$ cat src/rtl/demux_pkg.sv
// Shared constants and types for the two-lane demux buffer.
// Holds the default widths/depth and the derived FIFO pointer width.
package demux_pkg;

  localparam int DATA_W = 2;
  localparam int DEPTH  = 4;
  localparam int CNT_W  = 5;
  localparam int PTR_W  = $clog2(DEPTH);

  typedef logic lane_t;

endpackage

$ cat src/rtl/demux_buffer_2lane_fifo_sync_lane.sv
// Single-clock lane FIFO with explicit occupancy count; full at DEPTH, empty at 0.
// The head word is forced to zero while the FIFO is empty.
module fifo_sync_lane #(
  parameter int DATA_W = demux_pkg::DATA_W,
  parameter int DEPTH  = demux_pkg::DEPTH
) (
  input  logic              clk,
  input  logic              reset,
  input  logic              push,
  input  logic              pop,
  input  logic [DATA_W-1:0] wr_data,
  output logic [DATA_W-1:0] rd_data,
  output logic              full,
  output logic              empty
);
  import demux_pkg::*;

  localparam int PTR_W = $clog2(DEPTH);
  localparam logic [PTR_W:0] FULL_CNT = (PTR_W + 1)'(DEPTH);

  logic [DATA_W-1:0] mem_q [DEPTH];
  logic [DATA_W-1:0] mem_d [DEPTH];
  logic [PTR_W-1:0]  wr_ptr_q, wr_ptr_d;
  logic [PTR_W-1:0]  rd_ptr_q, rd_ptr_d;
  logic [PTR_W:0]    count_q, count_d;
  logic              do_push, do_pop;

  assign full  = (count_q == FULL_CNT);
  assign empty = (count_q == '0);

  // A full lane never accepts, even if a same-cycle pop would free a slot.
  assign do_push = push && !full;
  assign do_pop  = pop && !empty;

  assign rd_data = empty ? '0 : mem_q[rd_ptr_q];

  always_comb begin
    mem_d    = mem_q;
    wr_ptr_d = wr_ptr_q;
    rd_ptr_d = rd_ptr_q;
    count_d  = count_q;
    if (do_push) begin
      mem_d[wr_ptr_q] = wr_data;
      wr_ptr_d        = wr_ptr_q + 1'b1;
    end
    if (do_pop) begin
      rd_ptr_d = rd_ptr_q + 1'b1;
    end
    case ({do_push, do_pop})
      2'b10:   count_d = count_q + 1'b1;
      2'b01:   count_d = count_q - 1'b1;
      default: count_d = count_q;
    endcase
  end

  always_ff @(posedge clk) begin
    if (reset) begin
      wr_ptr_q <= '0;
      rd_ptr_q <= '0;
      count_q  <= '0;
      for (int i = 0; i < DEPTH; i++) begin
        mem_q[i] <= '0;
      end
    end else begin
      wr_ptr_q <= wr_ptr_d;
      rd_ptr_q <= rd_ptr_d;
      count_q  <= count_d;
      for (int i = 0; i < DEPTH; i++) begin
        mem_q[i] <= mem_d[i];
      end
    end
  end

endmodule

$ cat src/rtl/demux_buffer_2lane.sv
// Routes the mux word stream into two lane FIFOs chosen by selector.
// Per-lane accepted-word counters exist only when DEMUX_COUNT_EN is defined.
module demux_buffer_2lane #(
  parameter int DATA_W = demux_pkg::DATA_W,
  parameter int DEPTH  = demux_pkg::DEPTH,
  parameter int CNT_W  = demux_pkg::CNT_W
) (
  input  logic              clk,
  input  logic              reset,
  input  logic              valid_in,
  input  logic              selector,
  input  logic [DATA_W-1:0] data_in,
  output logic              ready_in,
  output logic              valid_out0,
  output logic              valid_out1,
  output logic [DATA_W-1:0] data_out0,
  output logic [DATA_W-1:0] data_out1,
  input  logic              ready_out0,
  input  logic              ready_out1,
  output logic [CNT_W-1:0]  contador0,
  output logic [CNT_W-1:0]  contador1
);
  import demux_pkg::*;

  lane_t sel_lane;
  logic  full0, full1, empty0, empty1;
  logic  push_acc, push0, push1;

  assign sel_lane = selector;

  // ready_in only looks at the addressed lane's registered full flag.
  assign ready_in = (sel_lane == 1'b1) ? !full1 : !full0;
  assign push_acc = valid_in && ready_in;
  assign push0    = push_acc && (sel_lane == 1'b0);
  assign push1    = push_acc && (sel_lane == 1'b1);

  assign valid_out0 = !empty0;
  assign valid_out1 = !empty1;

  fifo_sync_lane #(.DATA_W(DATA_W), .DEPTH(DEPTH)) u_lane0 (
    .clk     (clk),
    .reset   (reset),
    .push    (push0),
    .pop     (ready_out0),
    .wr_data (data_in),
    .rd_data (data_out0),
    .full    (full0),
    .empty   (empty0)
  );

  fifo_sync_lane #(.DATA_W(DATA_W), .DEPTH(DEPTH)) u_lane1 (
    .clk     (clk),
    .reset   (reset),
    .push    (push1),
    .pop     (ready_out1),
    .wr_data (data_in),
    .rd_data (data_out1),
    .full    (full1),
    .empty   (empty1)
  );

`ifdef DEMUX_COUNT_EN
  logic [CNT_W-1:0] cnt0_q, cnt0_d;
  logic [CNT_W-1:0] cnt1_q, cnt1_d;

  always_comb begin
    cnt0_d = cnt0_q;
    cnt1_d = cnt1_q;
    if (push0) cnt0_d = cnt0_q + 1'b1;
    if (push1) cnt1_d = cnt1_q + 1'b1;
  end

  always_ff @(posedge clk) begin
    if (reset) begin
      cnt0_q <= '0;
      cnt1_q <= '0;
    end else begin
      cnt0_q <= cnt0_d;
      cnt1_q <= cnt1_d;
    end
  end

  assign contador0 = cnt0_q;
  assign contador1 = cnt1_q;
`else
  assign contador0 = '0;
  assign contador1 = '0;
`endif

endmodule

$ cat config.mk
export PLATFORM = sky130hd
export DESIGN_NAME = demux_buffer_2lane
export DESIGN_NICKNAME = d
export VERILOG_FILES = /design/src/rtl/demux_pkg.sv /design/src/rtl/demux_buffer_2lane_fifo_sync_lane.sv /design/src/rtl/demux_buffer_2lane.sv
export SDC_FILE = /design/constraint.sdc
export NUM_CORES = 1
export LEC_CHECK = 0
export ABC_AREA = 1
export CAP_MARGIN = 20
export CORE_MARGIN = 1
export CORE_UTILIZATION = 51
export CTS_CLUSTER_SIZE = 8
export DETAILED_ROUTE_END_ITERATION = 10
export PLACE_DENSITY = 0.79
export SLEW_MARGIN = 20
export SYNTH_ARGS = -nofsm -noshare
export SYNTH_HDL_FRONTEND = slang
export SYNTH_HIERARCHICAL = 1
export SYNTH_SLANG_ARGS = --single-unit
export TNS_END_PERCENT = 20
$ cat constraint.sdc
create_clock -name clk -period 2.14 [get_ports clk]
set_input_delay 0.428 -clock clk [delete_from_list [all_inputs] [get_ports clk]]
set_output_delay 0.428 -clock clk [all_outputs]
set_load 0.1 [all_outputs]
==> reports/results.txt <==
The clock-pin slew of the registers on the worst-case setup and hold paths was 0.06 ns. In this run the worst path has a maximum fanout of 3. Summing all placed instances gives a cell area of 0.00220 mm^2. After routing the design area is 0.00228 mm^2. Setup repair after global routing left no endpoint under its margin.

The setup path with the least slack is of type reg2reg. Yosys attributes the largest share of cell area to sky130_fd_sc_hd__dfxtp_1 31%, sky130_fd_sc_hd__inv_1 14%, sky130_fd_sc_hd__nand2_1 14%. The library cells used most frequently in the layout, excluding fill and tap cells, are 70 x sky130_fd_sc_hd__inv_1, 69 x sky130_fd_sc_hd__nand2_1, 30 x sky130_fd_sc_hd__dfxtp_1. In this run the biggest area consumer among cell types represents 30.9% of the synthesized area. IR analysis of the VDD net gives a maximum drop of 0.00110 V. The number of pins exceeding their max-slew limit in the final report was 0; the number of distinct library cells after synthesis was 19. The run gives 1548 as the number of global-route vias before repair. For this block, the via count after detailed routing is 1705. Dividing total power by cell area gives a power density of 1280 mW/mm^2. For this run the aggregate overflow at the end of global routing stands at 0. The die is 63.7 um tall. The initial antenna violation count was 0; the fill cell instance count of the final layout was 339. For the maximum root-to-sink buffer count, the log shows 2. The tool flagged a number of max-cap violations equal to 0. The average size of a mapped cell came out at 6.70 um^2. In the final layout, the share of cells above drive strength 1 is 14.4%.

The count of nets left with antenna violations once routing finished came out at 0. The H-tree generated during clock tree synthesis spans 2 levels. The net count of the finished layout is 332.

Buffers inserted during clock tree synthesis total 5. The core region is 0.00366 mm^2. The maximum number of pins on one net before global-route repair is 15, and the total number of clock tree sinks is 30. Hold repair after CTS inserted 0 buffers.

For this block, the routed nets add up to 3780 um of wire. Dividing the final minimum period by the clock period gives 90.2%. The count of input and output buffers was 14; the number of antenna cells inserted was 0. Once the floorplan was initialized, standard cells occupied 53.1% of the core. Counting I/O delays and the setup requirement, the final critical path takes 1.93 ns.

The tree is rooted in a sky130_fd_sc_hd__clkbuf_8. The initialized floorplan defines 22 standard-cell rows. Die boundary width: 63.7 um.

The total power of the final layout is 2.92 mW. The total count of hold-check failures in the final report is 0. The first TritonRoute pass finished after 4 iterations.

The worst setup path is captured at a register. Across the routed clock network, the largest skew measured is 0.00280 ns. At the end of routability-driven placement, the weighted congestion stood at 0.774. The floorplan step defined a die boundary enclosing 0.00406 mm^2. Biggest area consumer among synthesized cells: sky130_fd_sc_hd__dfxtp_1. Commonest non-fill, non-tap cell in the layout: sky130_fd_sc_hd__inv_1. Synthesis handed over a netlist of 290 instances. Detailed routing placed a total of 1720 um of wire on met2.

The area added between synthesis and finish is 17.2%, and the aggregate global-route resource usage is 20.9%. Class of the tightest hold or removal check: reg2reg. After detailed routing, the number of remaining DRC violations is 0. The data required time of the critical path was 2.35 ns; the peak clock frequency supported by timing was 0.518 GHz. The run finished with clean final reports. The tools report the total setup violations reported at the end of the flow as 0. The number of synthesis warnings is 6.

Wire segments on met3 add up to 143 um in the final route. TritonCTS built the clock tree. After detailed routing, the number of vias per cell comes to 4.74. The wire-length estimate of the detail-placed layout is 2890 um. The tools report the post-synth design cell area as 0.00194 mm^2.

At the worst endpoint, the arrival time is 2.14 ns. In this run, the number of DRC markers left after iteration 0 of detailed routing was 102. For this design the top-level I/O count stands at 25. The run gives 1880 um as the length of routed wiring on met1. The average routed wire per standard cell came out at 10.5 um. The total instance count after detailed placement was 353.

The setup slack of the most critical reg-to-reg path is 0.21 ns, and the global-route wire length before repair is 6510 um. The synthesized design contains 30 register bits. The tools report the startpoint kind of the worst setup timing path as a register.

The uppermost metal layer occupied by signal nets is met4. The final cell count without fillers was 360; the leakage power was 1.10 nW. The clock reaches the later pin of the worst-skew pair after 0.28 ns. Sequential elements use 30.9% of the synthesized area.
==> synthesized netlist by cell type, drive strengths merged <==
library cell and instances:
a21oi 16, nand2 73, nor2 24, nand3 18, o21ai 4, fa 2, dfxtp 30, conb 1
nand4 16, inv 70, ha 10, o211ai 8, buf 18
==> state kept, by name, indices dropped and copies added (netlist names) <==
| name | count |
|---|---|
| u_lane0/mem_q | 8 |
| u_lane1/mem_q | 8 |
| u_lane0/count_q | 3 |
| u_lane1/count_q | 3 |
| u_lane0/rd_ptr_q | 2 |
| u_lane0/wr_ptr_q | 2 |
| u_lane1/rd_ptr_q | 2 |
| u_lane1/wr_ptr_q | 2 |
==> cell families (layout without fill, tap and decap cells) <==
family	Yosys count	in the layout	share of synthesized area [%]
AO/OA/AOI/OAI	28	28	8.24
buffers and inverters	88	101	20.1
AND/OR/NAND/NOR	131	131	32.1
adder cells (fa/ha/maj)	12	12	8.49
flip-flops	30	30	30.9
other	1	10	0.193
==> final cells by class <==
| cell class | count | area, um^2 | share of cell area [%] |
|---|---|---|---|
| Sequential cell | 30 | 601 | 26.3 |
| Inverter | 70 | 263 | 11.5 |
| Clock buffer | 7 | 76.3 | 3.35 |
| Timing Repair Buffer | 24 | 285 | 12.5 |
| Multi-Input combinational cell | 181 | 995 | 43.6 |
| Tap cell | 48 | 60.1 | 2.63 |
==> metrics by stage <==
step	setup slack, ns	setup TNS, ns	utilization, %	hold WS [ns]
floorplan	-0.365	-1.46	-	0.437
global placement	-0.0462	-0.0462	60.0	0.497
detailed placement	-0.110	-0.220	60.0	0.497
CTS	0.161	0	62.1	0.508
global route	0.0167	0	62.3	0.534
finish	0.210	0	62.3	0.505
==> routing by layer <==
| metal | track usage (%) | up-vias |
|---|---|---|
| li1 | - | 908 |
| met1 | 27.1 | 758 |
| met2 | 32.8 | 37 |
| met3 | 4.46 | 2 |
| met4 | 10.2 | 0 |
| met5 | 0 | - |
==> where the power goes <==
group          internal [mW]  switching [mW]
logic                  0.579            1.15
clock network          0.223           0.203
registers              0.655           0.111
total                   1.46            1.46
==> repair_timing <==
item	4_1_cts	5_1_grt
buffers inserted	0	0
endpoints found under the hold margin	0	0
setup endpoints to repair	0	1
resized for setup	0	3
==> worst max-delay path, stage by stage, from the launching register on <==
cell and delay (ns):
sky130_fd_sc_hd__dfxtp_1 0.35, sky130_fd_sc_hd__nor2_4 0.14, sky130_fd_sc_hd__nand2_4 0.06, sky130_fd_sc_hd__inv_1 0.05
sky130_fd_sc_hd__inv_1 0.03, sky130_fd_sc_hd__nand2_1 0.06, sky130_fd_sc_hd__nor2_1 0.06, sky130_fd_sc_hd__nand2_1 0.09
sky130_fd_sc_hd__ha_1 0.16, sky130_fd_sc_hd__inv_1 0.07, sky130_fd_sc_hd__fa_1 0.39, sky130_fd_sc_hd__nand2_1 0.08
sky130_fd_sc_hd__nand3_1 0.10, sky130_fd_sc_hd__nand2_1 0.07, sky130_fd_sc_hd__nand2_1 0.05, sky130_fd_sc_hd__nor2_1 0.11
==> path summary, 6_finish.rpt <==
path | start | endpoint | depth (start not counted)
worst max-delay path | u_lane1/count_q[1]$_SDFFE_PP0P_ | u_lane1/count_q[2]$_SDFFE_PP0P_ | 15
worst max register to register | u_lane1/count_q[1]$_SDFFE_PP0P_ | u_lane1/count_q[2]$_SDFFE_PP0P_ | 15
worst min register to register | u_lane0/wr_ptr_q[1]$_SDFFE_PP0P_ | u_lane0/wr_ptr_q[1]$_SDFFE_PP0P_ | 2
worst min-delay path | u_lane0/wr_ptr_q[1]$_SDFFE_PP0P_ | u_lane0/wr_ptr_q[1]$_SDFFE_PP0P_ | 2
Note: power is estimated with default switching activity, not from simulation.
